File: config.mk
export PLATFORM = sky130hd
export DESIGN_NAME = bcd_rtc
export DESIGN_NICKNAME = d
export VERILOG_FILES = /design/src/rtl/rtc_pkg.sv /design/src/rtl/bcd_hour_conv.sv /design/src/rtl/bcd_rtc.sv
export SDC_FILE = /design/constraint.sdc
export NUM_CORES = 1
export LEC_CHECK = 0
export BUFFER_PORTS_ARGS = -buffer_cell sky130_fd_sc_hd__buf_4
export CORE_ASPECT_RATIO = 1.1
export CORE_MARGIN = 2
export CORE_UTILIZATION = 60
export CTS_CLUSTER_SIZE = 14
export DETAILED_ROUTE_END_ITERATION = 10
export GPL_ROUTABILITY_DRIVEN = 1
export PLACE_DENSITY = 0.95
export SLEW_MARGIN = 15
export SYNTH_ARGS = -nofsm -noshare
export SYNTH_HDL_FRONTEND = slang
export SYNTH_HIERARCHICAL = 1
export SYNTH_SLANG_ARGS = --single-unit
export TNS_END_PERCENT = 10
File: constraint.sdc
create_clock -name clk -period 4.1 [get_ports clk]
set_input_delay 0 -clock clk [delete_from_list [all_inputs] [get_ports clk]]
set_output_delay 0 -clock clk [all_outputs]
set_load 0.01 [all_outputs]
File: src/rtl/rtc_pkg.sv
// Shared constants and BCD helpers for the bcd_rtc real-time clock.
package rtc_pkg;

    localparam logic [7:0] BCD_59 = 8'h59;
    localparam logic [7:0] BCD_23 = 8'h23;
    localparam logic [7:0] BCD_12 = 8'h12;

    typedef struct packed {
        logic       wrap;
        logic [7:0] val;
    } bcd_inc_t;

    function automatic bcd_inc_t bcd_inc8(input logic [7:0] v, input logic [7:0] max);
        bcd_inc_t r;
        r.wrap = 1'b0;
        if (v == max) begin
            r.val  = 8'h00;
            r.wrap = 1'b1;
        end else if (v[3:0] == 4'd9) begin
            r.val = {v[7:4] + 4'd1, 4'd0};
        end else begin
            r.val = {v[7:4], v[3:0] + 4'd1};
        end
        return r;
    endfunction

    function automatic logic bcd_valid(input logic [7:0] v, input logic [7:0] max);
        return (v[7:4] <= 4'd9) && (v[3:0] <= 4'd9) && (v <= max);
    endfunction

    function automatic logic hour_valid(input logic [7:0] h, input logic mode24);
        return mode24 ? bcd_valid(h, BCD_23) : (bcd_valid(h, BCD_12) && (h != 8'h00));
    endfunction

    // Expects a valid 12h hour 01..12; PM hours get BCD +12.
    function automatic logic [7:0] h12_to_h24(input logic [7:0] h, input logic pm);
        logic [4:0] lo;
        logic [3:0] hi;
        lo = {1'b0, h[3:0]} + 5'd2;
        hi = h[7:4] + 4'd1;
        if (lo > 5'd9) begin
            lo = lo - 5'd10;
            hi = hi + 4'd1;
        end
        if (h == BCD_12) return pm ? BCD_12 : 8'h00;
        if (!pm) return h;
        return {hi, lo[3:0]};
    endfunction

endpackage

File: src/rtl/bcd_hour_conv.sv
// Combinational 24h BCD hour to display hour (12h or 24h) and pm flag.
module bcd_hour_conv
    import rtc_pkg::*;
(
    input  logic [7:0] h24,
    input  logic       mode24,
    output logic [7:0] hh,
    output logic       pm
);

    logic [7:0] h12;

    // BCD subtract of 12 for afternoon hours 13..23.
    always_comb begin
        h12 = h24;
        if (h24 == 8'h00 || h24 == BCD_12) begin
            h12 = BCD_12;
        end else if (h24 > BCD_12) begin
            if (h24[3:0] >= 4'd2) begin
                h12 = {h24[7:4] - 4'd1, h24[3:0] - 4'd2};
            end else begin
                h12 = {h24[7:4] - 4'd2, h24[3:0] + 4'd8};
            end
        end
    end

    assign pm = (h24 >= BCD_12);
    assign hh = mode24 ? h24 : h12;

endmodule

File: src/rtl/bcd_rtc.sv
// BCD real-time clock with tick prescaler, checked time load and second/day pulses.
// Optional alarm enabled by defining RTC_ALARM_EN.
module bcd_rtc
    import rtc_pkg::*;
#(
    parameter int unsigned TICK_DIV = 1,
    parameter logic [7:0]  RST_H24  = 8'h00
) (
    input  logic       clk,
    input  logic       reset,
    input  logic       ena,
    input  logic       mode24,
    input  logic       load,
    input  logic [7:0] load_hh,
    input  logic [7:0] load_mm,
    input  logic [7:0] load_ss,
    input  logic       load_pm,
    output logic [7:0] hh,
    output logic [7:0] mm,
    output logic [7:0] ss,
    output logic       pm,
    output logic       sec_pulse,
    output logic       day_pulse,
`ifdef RTC_ALARM_EN
    input  logic       alarm_set,
    input  logic [7:0] alarm_hh,
    input  logic [7:0] alarm_mm,
    input  logic       alarm_pm,
    input  logic       alarm_arm,
    input  logic       alarm_ack,
    output logic       alarm,
`endif
    output logic       load_err
);

    localparam int unsigned PW = $clog2(TICK_DIV + 1);
    localparam logic [PW-1:0] PCNT_MAX = PW'(TICK_DIV - 1);

    logic [7:0]    h24_q, h24_d, mm_q, mm_d, ss_q, ss_d;
    logic [PW-1:0] pcnt_q, pcnt_d;
    logic          sec_pulse_q, sec_pulse_d, day_pulse_q, day_pulse_d;
    logic          load_err_q, load_err_d;
    logic          load_ok, set_rej;
    logic [7:0]    load_h24;
    bcd_inc_t      s_inc, m_inc, h_inc;

    always_comb begin
        s_inc       = bcd_inc8(ss_q, BCD_59);
        m_inc       = bcd_inc8(mm_q, BCD_59);
        h_inc       = bcd_inc8(h24_q, BCD_23);
        load_h24    = mode24 ? load_hh : h12_to_h24(load_hh, load_pm);
        load_ok     = hour_valid(load_hh, mode24) && bcd_valid(load_mm, BCD_59)
                      && bcd_valid(load_ss, BCD_59);
        h24_d       = h24_q;
        mm_d        = mm_q;
        ss_d        = ss_q;
        pcnt_d      = pcnt_q;
        sec_pulse_d = 1'b0;
        day_pulse_d = 1'b0;
        load_err_d  = set_rej;
        // A load discards any tick arriving in the same cycle.
        if (load) begin
            if (load_ok) begin
                h24_d  = load_h24;
                mm_d   = load_mm;
                ss_d   = load_ss;
                pcnt_d = '0;
            end else begin
                load_err_d = 1'b1;
            end
        end else if (ena) begin
            if (pcnt_q == PCNT_MAX) begin
                pcnt_d      = '0;
                sec_pulse_d = 1'b1;
                ss_d        = s_inc.val;
                if (s_inc.wrap) begin
                    mm_d = m_inc.val;
                    if (m_inc.wrap) begin
                        h24_d       = h_inc.val;
                        day_pulse_d = h_inc.wrap;
                    end
                end
            end else begin
                pcnt_d = pcnt_q + PW'(1);
            end
        end
    end

    always_ff @(posedge clk or negedge reset) begin
        if (!reset) begin
            h24_q       <= RST_H24;
            mm_q        <= 8'h00;
            ss_q        <= 8'h00;
            pcnt_q      <= '0;
            sec_pulse_q <= 1'b0;
            day_pulse_q <= 1'b0;
            load_err_q  <= 1'b0;
        end else begin
            h24_q       <= h24_d;
            mm_q        <= mm_d;
            ss_q        <= ss_d;
            pcnt_q      <= pcnt_d;
            sec_pulse_q <= sec_pulse_d;
            day_pulse_q <= day_pulse_d;
            load_err_q  <= load_err_d;
        end
    end

`ifdef RTC_ALARM_EN
    logic [7:0] al_h24_q, al_h24_d, al_mm_q, al_mm_d;
    logic       alarm_q, alarm_d, set_ok;

    always_comb begin
        set_ok   = hour_valid(alarm_hh, mode24) && bcd_valid(alarm_mm, BCD_59);
        set_rej  = alarm_set && !set_ok;
        al_h24_d = al_h24_q;
        al_mm_d  = al_mm_q;
        alarm_d  = alarm_q;
        if (alarm_set && set_ok) begin
            al_h24_d = mode24 ? alarm_hh : h12_to_h24(alarm_hh, alarm_pm);
            al_mm_d  = alarm_mm;
        end
        if (alarm_ack) alarm_d = 1'b0;
        // Match only on a second advance landing on hh:mm:00; a hit beats ack.
        if (sec_pulse_d && alarm_arm && h24_d == al_h24_q && mm_d == al_mm_q
            && ss_d == 8'h00) begin
            alarm_d = 1'b1;
        end
    end

    always_ff @(posedge clk or negedge reset) begin
        if (!reset) begin
            al_h24_q <= 8'h00;
            al_mm_q  <= 8'h00;
            alarm_q  <= 1'b0;
        end else begin
            al_h24_q <= al_h24_d;
            al_mm_q  <= al_mm_d;
            alarm_q  <= alarm_d;
        end
    end

    assign alarm = alarm_q;
`else
    assign set_rej = 1'b0;
`endif

    bcd_hour_conv u_hour_conv (
        .h24    (h24_q),
        .mode24 (mode24),
        .hh     (hh),
        .pm     (pm)
    );

    assign mm        = mm_q;
    assign ss        = ss_q;
    assign sec_pulse = sec_pulse_q;
    assign day_pulse = day_pulse_q;
    assign load_err  = load_err_q;

endmodule
==> results of run 1 <==
-- area by class of cell --
class                           instances  area (µm²)  share of cell area (%)
Multi-Input combinational cell        275        1890                    58.0
Clock inverter                          1        7.51                   0.230
Sequential cell                        27         676                    20.7
Inverter                               22        82.6                    2.53
Clock buffer                            3        41.3                    1.27
Timing Repair Buffer                   64         495                    15.2
Tap cell                               54        67.6                    2.07
-- where the power goes --
part | total, µW | switching [µW] | internal [µW]
sequential | 353 | 53.9 | 299
clock | 166 | 96.8 | 69.5
combinational | 307 | 153 | 154
-- per-stage QoR --
step                total power [µW]  setup WS, ns
floorplan                        511          1.69
global placement                 638          1.52
detailed placement               651          1.35
CTS                              818          1.31
global route                     876          1.00
finish                           826          1.28
-- routing by layer --
metal  up-vias  wire, µm  GRT usage, %
li1       1381         -             -
met1      1378      3030          41.0
met2       163      3750          52.8
met3        25       535          3.18
met4         0       199          10.9
met5         -         0             0
-- cell usage after synthesis (all sizes together), types with 3 or more instances --
cell / number
a21oi: 21
a311oi: 3
a31oi: 6
and2: 4
and3: 3
and3b: 4
buf: 4
clkbuf: 11
dfrtp: 27
ha: 24
inv: 22
mux2: 6
mux2i: 8
nand2: 35
nand2b: 7
nand3: 13
nand4: 4
nor2: 17
nor2b: 4
nor3: 20
nor3b: 3
nor4: 4
nor4b: 3
o21ai: 19
o21bai: 3
o221ai: 3
o22ai: 7
o31ai: 5
o32ai: 3
or3: 6
-- worst min-delay path, delay by kind of cell --
kind | cells | cell delay, ns
compound gates | 2 | 0.16
buf+inv | 1 | 0.09
-- layout by cell type (no fill, tap or decap), types with 4 or more instances in the layout --
cell type and count:
or3_1 4, nand2b_1 7, dlygate4sd3_1 6, buf_4 58, nor2_1 17, o31ai_1 5, nand2_1 35, o21ai_0 19
nor3_1 20, nor2b_1 4, and2_1 4, mux2i_1 8, ha_1 24, a31oi_1 6, dfrtp_1 27, o22ai_1 7
a21oi_1 21, mux2_2 4, nand3_1 13, inv_1 22, nand4_1 4
-- worst min-delay path by stage --
| stage | start | to | slack [ns] | cells past startpoint |
|---|---|---|---|---|
| after floorplan | reset | day_pulse | -0.30 | 0 |
| after global placement | reset | mm[5] | -0.07 | 1 |
| after detailed placement | reset | mm[5] | -0.07 | 1 |
| after CTS | load_ss[1] | ss[1] | 0.005 | 3 |
| after global routing | load_mm[6] | mm[6] | 0.02 | 3 |
| final | load_mm[6] | mm[6] | 0.003 | 3 |
-- flip-flops by register name, summed over array words and instances, names as in the netlist --
signal	cells
sec_pulse	1
day_pulse	1
h24_q	8
load_err	1
ss	8
mm	8
-- timing repair --
item | CTS | global route
hold buffers | 5 | 1
endpoints found under the hold margin | 31 | 1
buffers inserted | 0 | 0
-- logic make-up after synthesis --
group / count (synthesis)
xor gates and xnor gates: 3
and+or+nand+nor: 134
adders and majority gates: 24
DFF: 27
buffers and inverters: 37
AOI/OAI and AO/OA: 100
muxes: 14
==> impl_metrics.toml, run 1 <==
[timing]
rsz0062_at_grt = "no"
skew_ns = 0.00551
worst_pin_slew_ns = 0.977
drv_slew = 0
setup_violations = 0
period_share_pct = 68.7
timing.hold.ws_ns = 0.00289
setup_tns_ns = 0
period_needed_ns = 2.82
fmax_mhz = 355
maxSlewHeadroom_pct = 33.1
final_hold_viol_count = 0

[synthesis]
synth.top_cell.area_share_pct = 24.9
synth_simple_gate_area_share_pct = 26.7
yosys_warnings = 6
synthAdderAreaFrac_pct = 11.1
synth_top_family_by_area = "simple AND/OR/NAND/NOR gates"
ys_ff_latch = 27
synth_compound_area_share_pct = 25.5
synth_edf_count = 0
synth_top_cell_by_area = "dfrtp_1"
yosys_most_used_dff = "dfrtp_1"
synth-async-reset-ratio_pct = 100
synth_seq_area_share_pct = 24.9
synth_area_leaders = "dfrtp_1, ha_1, nand2_1"
muxShareOfSynthArea_pct = 5.45
synthXorXnorAreaFrac_pct = 0.970
synth_cell_types = 64
avgSynthCellArea_um2 = 7.99
synth.net_count = 393
synth_area_um2 = 2710
synthCells = 339

[pwr]
power_density_nw_per_um2 = 253
p_leak_uw = 0.00147
peakVddDrop_mv = 0.228

[global_route]
grt_util_all_layers_pct = 31.1
grt_overflow = 0
grt_max_degree = 34
antenna_found_initial = 0
grt_first_pass_wirelength_um = 12300
grt_pass1_vias = 2651

[layout]
diodes = 0
final_area_um2 = 3260
drive_gt1_share_pct = 19.6
layout.nets = 447
areaGrowthSynthToFinish_pct = 20.3
final_cells = 446
final_util_pct = 75.5
fillers = 305

[worst_setup_path]
crit_path_end = "h24_q[4]"
rr_startpoint = "ss[1]"
crit_type = "reg -> reg"
required_ns = 4.28
rr_worst_depth = 7
path_delay_family = "compound AO/OA/AOI/OAI gates"
crit_path_start_kind = "flop"
crit_chain = "inv_1 -> ha_1 -> and3b_2 -> nand3_1 -> a2111oi_0 -> or2_2 -> mux2_1"
r2r-end = "h24_q[4]"
crit_buf_inv = 1
path_max_fanout = 7
startpoint = "ss[1]"
critical-path-slowest-cell = "a2111oi_0"
r2r_slack_ns = 1.28
arrival_ns = 3.00
path_depth = 7
cp-end-kind = "flop"
max_stage_delay_ns = 0.92

[route]
postRouteAntennaNets = 0
wl_per_cell_um = 16.9
via_per_inst = 6.61
drt_wl_total_um = 7520
dr_total_vias = 2947
drt-initial-drc-count = 245
post-route-drc-count = 0
drtPass1Iterations = 5

[clocking]
insertion_delay_ns = 0.29
cts.sinks = 27
ctsResizeCount = 0
cts_made_buffers = 3
clockBufferDepth = 2
htree_levels = 1
tritoncts = "yes"
cts.root.buffer_cell = "clkbuf_8"
cts.clk_slew.worst_paths_ns = 0.10

[run_status]
status = "completed"

[placed_design]
dpl_cell_area_um2 = 3150
routabilityCongestion = 0.895
place_inst = 436
dp_hpwl_um = 5530
numPortBuffers = 57

[flow_run]
cap_violations = 0

[floorplan]
die_y_um = 74.5
fp-row-count = 25
core_area_um2 = 4320
initial_core_util_pct = 62.8
ios = 58
die_w_um = 68.1
die_area_um2 = 5070

[min_path]
hold_class = "in -> reg"
Note: power is estimated with default switching activity, not from simulation.
==> run 2: changes to the inputs <==
CORE_UTILIZATION = 50   (was 60)
PLACE_DENSITY = 0.89   (was 0.95)
clock period = 2.56 ns   (was 4.1 ns; I/O delays follow)
==> impl_metrics.toml, run 2 (synthesis gave the netlist of run 1 again) <==
[timing]
drv_slew = 0
worst_pin_slew_ns = 0.656
setup_ws_ns = 0.182
period_share_pct = 92.9
final_hold_viol_count = 0
skew_ns = 0.0101
setup_violations = 0
fmax_mhz = 420
setup_tns_ns = 0
rsz0062_at_grt = "no"
period_needed_ns = 2.38
maxSlewHeadroom_pct = 55.8

[route]
dr_total_vias = 2948
drt-initial-drc-count = 235
wl_per_cell_um = 15.6
via_per_inst = 6.17
postRouteAntennaNets = 0
drt_wl_total_um = 7460
post-route-drc-count = 0
drtPass1Iterations = 5

[layout]
areaGrowthSynthToFinish_pct = 24.4
fillers = 422
diodes = 0
final_cell_mix = "buf_4, nand2_1, dfrtp_1"
layout.nets = 458
drive_gt1_share_pct = 21.8
final_common_cell = "buf_4"
final_cells = 478

[worst_setup_path]
cp-end-kind = "output port"
arrival_ns = 2.38
required_ns = 2.56
path_max_fanout = 10
crit_type = "reg -> out"
crit_path_start_kind = "flop"

[pwr]
combinationalPowerShare_pct = 37.5
seq_power_share_pct = 42.0
power.share.clock_pct = 20.5
power_density_nw_per_um2 = 393
p_leak_uw = 0.00153
p_int_uw = 845
p_sw_uw = 479
swShare_pct = 36.2
peakVddDrop_mv = 0.340

[flow_run]
cap_violations = 0

[clocking]
tritoncts = "yes"
cts.clk_slew.worst_paths_ns = 0.11
htree_levels = 1
post_cts_buffers = 0
cts.root.buffer_cell = "clkbuf_8"
cts_made_buffers = 3
clockBufferDepth = 2
insertion_delay_ns = 0.29
cts.sinks = 27

[min_path]
hold_class = "in -> reg"

[global_route]
grt_max_degree = 34
grt_first_pass_wirelength_um = 12100
grt_overflow = 0
antenna_found_initial = 0
grt_pass1_vias = 2750
grt_util_all_layers_pct = 25.2

[placed_design]
dp_hpwl_um = 5560
pre_cts_ws_ns = 0.309
routabilityCongestion = 0.906
numPortBuffers = 57
place_inst = 468

[floorplan]
ios = 58
fp-row-count = 28
die_w_um = 74.2
die_area_um2 = 6030
core_area_um2 = 5290
initial_core_util_pct = 51.2
die_y_um = 81.2

[run_status]
status = "completed"
run 2: through the flow:
stage / cell area, µm² / total power (µW) / hold WS [ns] / utilization (%)
2_1_floorplan: 2710 / 818 / -0.296 / -
3_3_place_gp: 3260 / 1030 / -0.0661 / 61.6
3_5_place_dp: 3260 / 1050 / -0.0631 / 61.6
4_1_cts: 3370 / 1320 / 0.00750 / 63.7
5_1_grt: 3370 / 1400 / 0.0279 / 63.7
6_report: 3370 / 1320 / 0.00906 / 63.7
run 2: final cells by class:
type | instances | area, µm² | share of cell area (%)
Sequential cell | 27 | 676 | 20.0
Multi-Input combinational cell | 275 | 1890 | 56.1
Clock inverter | 1 | 8.76 | 0.260
Clock buffer | 3 | 41.3 | 1.22
Inverter | 22 | 82.6 | 2.45
Tap cell | 75 | 93.8 | 2.78
Timing Repair Buffer | 75 | 578 | 17.1
run 2: repair_timing:
| action | CTS | global route |
|---|---|---|
| hold buffers | 6 | 0 |
| resized for setup | 0 | 1 |
| hold endpoints to repair | 32 | 0 |
| setup endpoints to repair | 0 | 1 |
run 2: power by group through the flow:
stage	Combinational [µW]	Sequential (µW)	Clock [µW]
final	497	556	272
after global placement	473	559	0
after global routing	544	566	290
after CTS	493	556	269
after detailed placement	484	563	0
after floorplan	245	574	0
run 2: worst paths after layout:
kind / start / slack, ns / to / depth (start not counted)
worst max-delay path: h24_q[3] / 0.18 / hh[7] / 6
worst min-delay path: load_ss[0] / 0.009 / ss[0] / 3
worst max register to register: ss[1] / 0.32 / h24_q[4] / 8
worst min register to register: h24_q[3] / 0.59 / day_pulse / 3
max in group asynchronous: reset / 2.14 / h24_q[4] / 2
min in group asynchronous: reset / 0.15 / ss[6] / 2
run 2: critical path, stage by stage, from the launching register on:
cell	delay, ns
dfrtp_1	0.39
buf_4	0.17
or4_4	0.54
or3_4	0.42
o2111ai_2	0.10
mux2_2	0.35
buf_4	0.14
run 2: metal layers:
layer | share of wire [%] | GRT usage, % | up-vias
li1 | - | - | 1413
met1 | 42 | 29.6 | 1392
met2 | 51 | 46.3 | 130
met3 | 5.6 | 3.72 | 13
met4 | 1.1 | 7.82 | 0
met5 | 0 | 0 | -
